$ cat config.mk
export PLATFORM = sky130hd
export DESIGN_NAME = hilo_md_ctrl
export DESIGN_NICKNAME = d
export VERILOG_FILES = /design/src/rtl/hilo_md_ctrl.sv
export SDC_FILE = /design/constraint.sdc
export NUM_CORES = 1
export LEC_CHECK = 0
export CAP_MARGIN = 5
export CELL_PAD_IN_SITES_DETAIL_PLACEMENT = 0
export CELL_PAD_IN_SITES_GLOBAL_PLACEMENT = 1
export CORE_MARGIN = 4
export CORE_UTILIZATION = 46
export CTS_BUF_LIST = sky130_fd_sc_hd__clkbuf_16
export DETAILED_ROUTE_END_ITERATION = 12
export PLACE_DENSITY_LB_ADDON = 0.3
export RECOVER_POWER = 50
export SKIP_CTS_REPAIR_TIMING = 1
export SYNTH_ARGS = -nofsm -noshare
export SYNTH_HDL_FRONTEND = slang
export SYNTH_SLANG_ARGS = --single-unit
$ cat constraint.sdc
create_clock -name clk -period 8.6 [get_ports clk]
set_input_delay 1.72 -clock clk [delete_from_list [all_inputs] [get_ports clk]]
set_output_delay 1.72 -clock clk [all_outputs]
set_load 0.005 [all_outputs]
$ cat src/rtl/hilo_md_ctrl.sv
// HI/LO sequencer: iterative mult/div plus single-cycle MTHI/MTLO writes.
module hilo_md_ctrl #(
   parameter int unsigned WIDTH = 32
) (
   input  logic             clk,
   input  logic             rst,
   input  logic             valid,
   input  logic [2:0]       op,
   input  logic [WIDTH-1:0] rs_data,
   input  logic [WIDTH-1:0] rt_data,
   input  logic [WIDTH-1:0] hi_cur,
   input  logic [WIDTH-1:0] lo_cur,
   input  logic             flush,
   output logic             hilo_we,
   output logic [WIDTH-1:0] hi_o,
   output logic [WIDTH-1:0] lo_o,
   output logic             stall,
   output logic             busy
);

   localparam int unsigned DW = 2 * WIDTH;
   localparam int unsigned CW = $clog2(WIDTH) + 1;

   typedef enum logic [1:0] {IDLE, MUL, DIV, DONE} state_t;

   state_t           state, state_nxt;
   logic [DW-1:0]    acc;
   logic [WIDTH-1:0] b_r;
   logic [CW-1:0]    cnt;
   logic             neg_lo, neg_hi;
   logic [WIDTH-1:0] hi_r, lo_r;

   logic             is_md, op_div, op_signed, rs_neg, rt_neg, div_zero, accept, last;
   logic [WIDTH-1:0] rs_abs, rt_abs;
   logic [WIDTH:0]   mul_sum, div_sh, div_diff;
   logic [DW-1:0]    mul_nxt, div_nxt, prod_fix;
   logic [WIDTH-1:0] quo, rem, quo_fix, rem_fix;

   // Instruction decode and operand conditioning
   always_comb begin
      is_md     = valid && (op >= 3'd1) && (op <= 3'd4);
      op_div    = (op == 3'd3) || (op == 3'd4);
      op_signed = (op == 3'd1) || (op == 3'd3);
      rs_neg    = op_signed && rs_data[WIDTH-1];
      rt_neg    = op_signed && rt_data[WIDTH-1];
      rs_abs    = rs_neg ? (WIDTH'(0) - rs_data) : rs_data;
      rt_abs    = rt_neg ? (WIDTH'(0) - rt_data) : rt_data;
      div_zero  = op_div && (rt_data == '0);
      accept    = rst && (state == IDLE) && is_md && !flush;
      last      = (cnt == CW'(WIDTH - 1));
   end

   // One shift-add / restoring-subtract step and the sign-fixed final results
   always_comb begin
      mul_sum  = {1'b0, acc[DW-1:WIDTH]} + {1'b0, (acc[0] ? b_r : WIDTH'(0))};
      mul_nxt  = {mul_sum, acc[WIDTH-1:1]};
      div_sh   = {acc[DW-1:WIDTH], acc[WIDTH-1]};
      div_diff = div_sh - {1'b0, b_r};
      if (div_diff[WIDTH])
         div_nxt = {div_sh[WIDTH-1:0], acc[WIDTH-2:0], 1'b0};
      else
         div_nxt = {div_diff[WIDTH-1:0], acc[WIDTH-2:0], 1'b1};
      prod_fix = neg_lo ? (DW'(0) - mul_nxt) : mul_nxt;
      quo      = div_nxt[WIDTH-1:0];
      rem      = div_nxt[DW-1:WIDTH];
      quo_fix  = neg_lo ? (WIDTH'(0) - quo) : quo;
      rem_fix  = neg_hi ? (WIDTH'(0) - rem) : rem;
   end

   // State register
   always_ff @(posedge clk or negedge rst) begin
      if (!rst) state <= IDLE;
      else      state <= state_nxt;
   end

   // Datapath registers: operand latch, iteration, result capture
   always_ff @(posedge clk or negedge rst) begin
      if (!rst) begin
         acc    <= '0;
         b_r    <= '0;
         cnt    <= '0;
         neg_lo <= 1'b0;
         neg_hi <= 1'b0;
         hi_r   <= '0;
         lo_r   <= '0;
      end else if (accept) begin
         cnt    <= '0;
         neg_lo <= rs_neg ^ rt_neg;
         neg_hi <= rs_neg;
         if (op_div) begin
            acc <= {WIDTH'(0), rs_abs};
            b_r <= rt_abs;
            if (div_zero) begin
               hi_r <= rs_data;
               lo_r <= '1;
            end
         end else begin
            acc <= {WIDTH'(0), rt_abs};
            b_r <= rs_abs;
         end
      end else if (!flush && state == MUL) begin
         acc <= mul_nxt;
         cnt <= cnt + CW'(1);
         if (last) {hi_r, lo_r} <= prod_fix;
      end else if (!flush && state == DIV) begin
         acc <= div_nxt;
         cnt <= cnt + CW'(1);
         if (last) begin
            hi_r <= rem_fix;
            lo_r <= quo_fix;
         end
      end
   end

   // Next-state logic; flush returns to IDLE from anywhere
   always_comb begin
      state_nxt = state;
      if (flush) begin
         state_nxt = IDLE;
      end else begin
         case (state)
            IDLE: if (is_md) state_nxt = div_zero ? DONE : (op_div ? DIV : MUL);
            MUL:  if (last) state_nxt = DONE;
            DIV:  if (last) state_nxt = DONE;
            DONE: state_nxt = IDLE;
            default: state_nxt = IDLE;
         endcase
      end
   end

   // Outputs; IDLE-state terms are gated by rst so reset forces them low at once
   always_comb begin
      hilo_we = 1'b0;
      stall   = 1'b0;
      hi_o    = hi_r;
      lo_o    = lo_r;
      busy    = (state != IDLE);
      case (state)
         IDLE: begin
            if (rst && valid && !flush) begin
               if (is_md) begin
                  stall = 1'b1;
               end else if (op == 3'd5) begin
                  hilo_we = 1'b1;
                  hi_o    = rs_data;
                  lo_o    = lo_cur;
               end else if (op == 3'd6) begin
                  hilo_we = 1'b1;
                  hi_o    = hi_cur;
                  lo_o    = rs_data;
               end
            end
         end
         MUL, DIV: stall = !flush;
         DONE:     hilo_we = !flush;
         default: ;
      endcase
   end

endmodule

# Yosys cells after proc, flatten, opt, wreduce, memory -nomap -nowiden
# Cells that the tools add are included.
[op_classes]
bitwise = 1
n_eq_ne = 15
n_mux = 53
addsub = 8
magnitude_cmp = 2
n_reduce_logical = 22
[op_table]
columns = ["cell", "count"]
rows = [
  ["$mux 32", 31],
  ["$mux 64", 5],
  ["$sub 1x32->32 const A", 4],
  ["$sub 1x64->64 const A", 1],
  ["$add 32x32->33", 1],
  ["$sub 33x32->33", 1],
  ["$logic_not 32->1", 1],
  ["$mux 6", 3],
  ["$logic_and 1x1->1", 12],
  ["$mux 2", 5],
  ["$eq 3x3->1 const B", 3],
  ["$ne 3x3->1 const B", 3],
  ["$add 6x1->6 const B", 1],
  ["$eq 6x5->1 const B", 1],
  ["$mux 1", 6],
  ["$pmux 2 s3", 1],
  ["$reduce_and 5->1", 1],
  ["$eq 2x2->1 const B", 2],
  ["$ne 2x2->1 const B", 2],
  ["$pmux 1 s2", 2],
  ["$eq 3x1->1 const B", 1],
  ["$eq 3x2->1 const B", 1],
  ["$ge 3x1->1 const B", 1],
  ["$le 3x3->1 const B", 1],
  ["other kinds (10)", 11],
]
[word_totals]
elab_cells = 109
out_inout_bits = 67
reg_bits = 170
input_bits = 135

# Logic depth before layout (Yosys ltp)
[logic_depth]
ltp_word = 8
ltp_mapped = 25
ltp_nobuf = 22

# Worst setup path before layout
# Ideal clock, no wire load.
[synth_timing]
kind = "register -> register"
startpoint = "register acc[31]"
endpoint = "register hi_r[26]"
t_arrival_ps = 5656
setup_ps = 143
stages_incl_launch_ff = 23
period_less_slack_ps = 5798
required_time_ps = 8457
slack_ps = 2802
n_path_buf = 2
cell_sequence = "dfrtp_1 -> inv_1 -> ha_1 -> inv_1 -> fa_1 -> a211oi_1 -> o211ai_1 -> a22o_1 -> o211a_1 -> nor3_1 -> nor2_1 -> inv_1 -> clkbuf_1 -> clkbuf_1 -> mux2i_1 -> ha_1 -> nand2_1 -> nor4_1 -> a41oi_1 -> nor3_1 -> a21oi_1 -> o41ai_1 -> o211ai_1"
[synth_via]
elab_chain_cells = 8
word_cells_on_any_way = 11
cone_classes = "add/sub: 3; mux: 8"
[synth_rtl]
columns = ["item", "line_no", "text"]
rows = [
  ["from (decl)", "27", "logic [DW-1:0] acc;"],
  ["from (signal assigned)", "91", "acc <= {WIDTH'(0), rs_abs};"],
  ["from (signal assigned)", "98", "acc <= {WIDTH'(0), rt_abs};"],
  ["from (signal assigned)", "102", "acc <= mul_nxt;"],
  ["$sub 33x32->33", "58", "div_diff = div_sh - {1'b0, b_r};"],
  ["$mux 64", "59", "if (div_diff[WIDTH])"],
  ["$sub 1x32->32", "67", "rem_fix = neg_hi ? (WIDTH'(0) - rem) : rem;"],
  ["$mux 32", "67", ""],
  ["$mux 32", "108", "if (last) begin"],
  ["$mux 32", "105", "end else if (!flush && state == DIV) begin"],
  ["$mux 32 *", "101", "end else if (!flush && state == MUL) begin"],
  ["$mux 32 *", "86", "end else if (accept) begin"],
  ["to (signal assigned)", "94", "hi_r <= rs_data;"],
  ["to (signal assigned)", "104", "if (last) {hi_r, lo_r} <= prod_fix;"],
  ["to (signal assigned)", "109", "hi_r <= rem_fix;"],
  ["to (decl)", "31", "logic [WIDTH-1:0] hi_r, lo_r;"],
]
# Mark *: on every way between the ends. The rest lies on a longest branch, timed or not. The select of a mux whose other input is x is not followed.
# A chain may end at the register's enable or synchronous reset.

# Final worst setup path
[layout_timing]
startpoint = "input rst"
endpoint = "output hi_o[31]"
[layout_via]
elab_chain_cells = 4
[layout_rtl]
columns = ["item", "line_no", "text"]
rows = [
  ["from (decl)", "6", "input logic rst,"],
  ["$logic_and 1x1->1 (2 in series)", "140", "if (rst && valid && !flush) begin"],
  ["$mux 32", "140", ""],
  ["$mux 32", "138", "case (state)"],
  ["to (decl)", "15", "output logic [WIDTH-1:0] hi_o,"],
]
# Every way passes these cells.

==> results.md <==
* FMAX at 135 MHz
* Hold EP: b_r[17]
* Worst Skew at 0.0108 ns
* Worst path required time at 6.88 ns
* Power per cell area at 408 nW/um2
* Worst-path clk slew at 0.07 ns
* Io pins at 202
* Post-Route Setup TNS at 0 ns
* Max Slew Vio Count at 147
* R2r startpoint: acc[31]
* R2R Path End: hi_r[26]
* Leak at 8.50 nW
* Syn Area/Cell at 7.02 um2
* DR vias at 21200
* VDD IR max at 0.275 mV
* Drt drc at 0
* Die area at 44600 um2
* Run status: finished with violations
* Clock Tree Root: clkbuf_16
* Detail Route Antenna Nets at 0
* Largest net degree at the start of global routing at 108
* Initial Utilization at 46.5%
* Slew HR at -131%
* Worst reg2reg setup slack at 1.61 ns
* CTS H-tree depth at 4
* CP max-delay cell: clkbuf_1
* Hold depth at 1
* Reg2reg path depth at 20
* Post-layout minimum cycle time at 7.43 ns
* Die height at 211 um
* First-pass GRT wire length at 119000 um
* Clk_lat worst skew at 0.46 ns
* CTS tree: built
* Syn-to-layout area delta at 14.5%
* Nets at 2948
* # port buffers at 201
* Async S/R FF share, synth at 100%
* Hold Fails Final Rpt at 0
* Post-detailed-route wirelength per cell at 24.4 um
* Num CTS Buffers at 17
* Post-synth top flop: dfrtp_1
* Crit path cell chain: clkbuf_1 -> nand4_1 -> a211oi_4 -> buf_4 -> nor2_1 -> a21oi_1 -> clkdlybuf4s50_1
* Vias per std cell at 6.45
* Hold slack at 0.487 ns
* Syn. warnings at 0
* Yosys reg bits at 170
* WS Path Type: input port to output port
* Critical Path Max Stage Delay at 1.60 ns
* Post-synthesis sequential area ratio at 22.4%
* Layout cells sized above 1 at 3.93%
* Period utilization at 86.3%
* DP HPWL at 61700 um
* Largest driver fanout on the critical path at 64
* Final setup viols at 0
* Core footprint at 40800 um2
* Drt initial violations at 2342
* Worst Tran Pin Value at 3.47 ns
* Post-Syn Area at 19000 um2
* Mapped Cells at 2706
* Hold Crit Class: flip-flop to flip-flop
* Buf/Inv on CP at 3
* Global route overflow at 0
* TritonRoute pass-1 iters at 6
* Clock Tree Buf Depth at 2
* Total track usage at 34.5%
* Failing checks: capacitance limit, slew limit
* Die X at 211 um
* Post-Route WL at 80000 um
* Clock sink count at 170
* Hold_sp: b_r[17]
* Vias in the first global route at 19200
* RSZ-0062 raised after global routing: no
* Family with the most delay on the worst path: buffers and inverters
* Final Wtd Congestion at 1.02
* Startpoint types: input port
* Max Cap Violations at 3
* Row count at 74
* Synth unique cells at 82
* Initial antenna violation count at 1
* CP endpoint kind: output port
* Mapped Nets at 2918
* EDFF count, synth at 0
* Worst path arrival time at 5.71 ns
-- worst max path at each step --
stage | from | endpoint | depth (start not counted)
after floorplan | acc[31] | hi_r[26] | 22
after global placement | acc[31] | hi_r[26] | 20
after detailed placement | acc[31] | hi_r[30] | 20
after CTS | acc[31] | hi_r[26] | 20
after global routing | rst | hi_o[31] | 7
final | rst | hi_o[31] | 7
-- worst reg2reg max path, delay by kind of cell, from the launching register on --
kind,cells,cell delay (ns)
and+or+nand+nor,5,2.41
DFF,1,0.45
muxes,1,0.41
AOI/OAI and AO/OA,8,1.90
buffers and inverters,3,0.81
adders and majority gates,3,0.88
-- sequential cells by signal, indices dropped and copies added (netlist names) --
register,flops
hi_r,32
lo_r,32
acc,64
b_r,32
state,2
neg_hi,1
neg_lo,1
cnt,6
-- cells in the final DEF, fill, tap and decap left out, drive strengths merged, types with 8 or more instances in the layout --
cell type	Yosys	final
a21o	22	22
nand4	25	25
nand2b	20	20
a31oi	29	29
a211oi	49	49
nor2b	10	10
or4	16	16
dfrtp	170	170
o21a	22	22
nand2	320	320
o22a	18	18
and2	22	22
buf	25	24
clkbuf	191	20
ha	75	75
inv	69	79
nor4	30	30
nor2	323	323
o21ai	210	210
or2	12	12
o211ai	75	75
a221oi	8	8
o41ai	16	16
a21oi	291	291
nor3	76	76
xnor2	111	111
o31ai	42	42
xor2	104	104
or3	35	35
clkdlybuf4s50	0	197
mux2i	33	33
nand3	45	45
and3	20	20
o22ai	69	69
mux2	8	8
-- stage by stage --
step	setup slack, ns	instances	total power (W)	utilization, %	area [um2]
after CTS	1.83	3280	0.00863	53.2	21700
after global placement	2.15	3248	0.00772	51.7	21100
after detailed placement	1.88	3248	0.00777	51.7	21100
final	1.17	3282	0.00887	53.2	21700
after global routing	0.723	3282	0.00943	53.2	21700
after floorplan	2.80	2706	0.00575	-	19000
-- layer usage --
metal / routed length, um / vias up / share of wire [%] / GRT usage (%)
li1: - / 9851 / - / -
met1: 35600 / 10100 / 44 / 52.0
met2: 33100 / 1119 / 41 / 49.7
met3: 9040 / 97 / 11 / 7.43
met4: 2290 / 0 / 2.9 / 9.93
met5: 0 / - / 0 / 0
-- where the power goes --
group	switching [W]	internal, W
sequential	0.000408	0.00102
clock	0.000392	0.000442
combinational	0.00434	0.00227
-- logic make-up after synthesis --
group / Yosys count / share of synthesized area (%)
muxes: 42 / 2.33
and+or+nand+nor: 984 / 23.8
buffers and inverters: 286 / 5.74
AOI/OAI and AO/OA: 932 / 30.7
xor gates and xnor gates: 215 / 9.91
DFF: 170 / 22.4
adders and majority gates: 77 / 5.15
-- cells in the mapped netlist (all sizes together), types with 6 or more instances --
cell type	n	area, um2
nor2	323	1210
nand2	320	1200
a21oi	291	1460
o21ai	210	1050
clkbuf	191	717
dfrtp	170	4250
xnor2	111	972
xor2	104	911
nor3	76	380
ha	75	938
o211ai	75	563
inv	69	259
o22ai	69	432
a211oi	49	368
nand3	45	225
o31ai	42	343
or3	35	219
mux2i	33	330
nor4	30	209
a31oi	29	181
buf	25	111
nand4	25	156
a21o	22	165
and2	22	138
o21a	22	165
and3	20	125
nand2b	20	125
o22a	18	158
o41ai	16	140
or4	16	131
or2	12	75.1
nor2b	10	62.6
a221oi	8	82.6
mux2	8	90.1
a21boi	7	52.6
a31o	7	61.3
and3b	7	61.3
o32a	7	70.1
a2111oi	6	52.6
a311oi	6	52.6
and4	6	52.6
nand3b	6	45.0
o31a	6	52.6
-- cell type report --
cell class	instances	area, um2
Antenna cell	1	2.50
Clock buffer	17	425
Clock inverter	15	183
Fill cell	4089	19100
Inverter	70	263
Multi-Input combinational cell	2250	13700
Sequential cell	170	4260
Tap cell	532	666
Timing Repair Buffer	227	2210
Power figures use the tool's default switching activity.
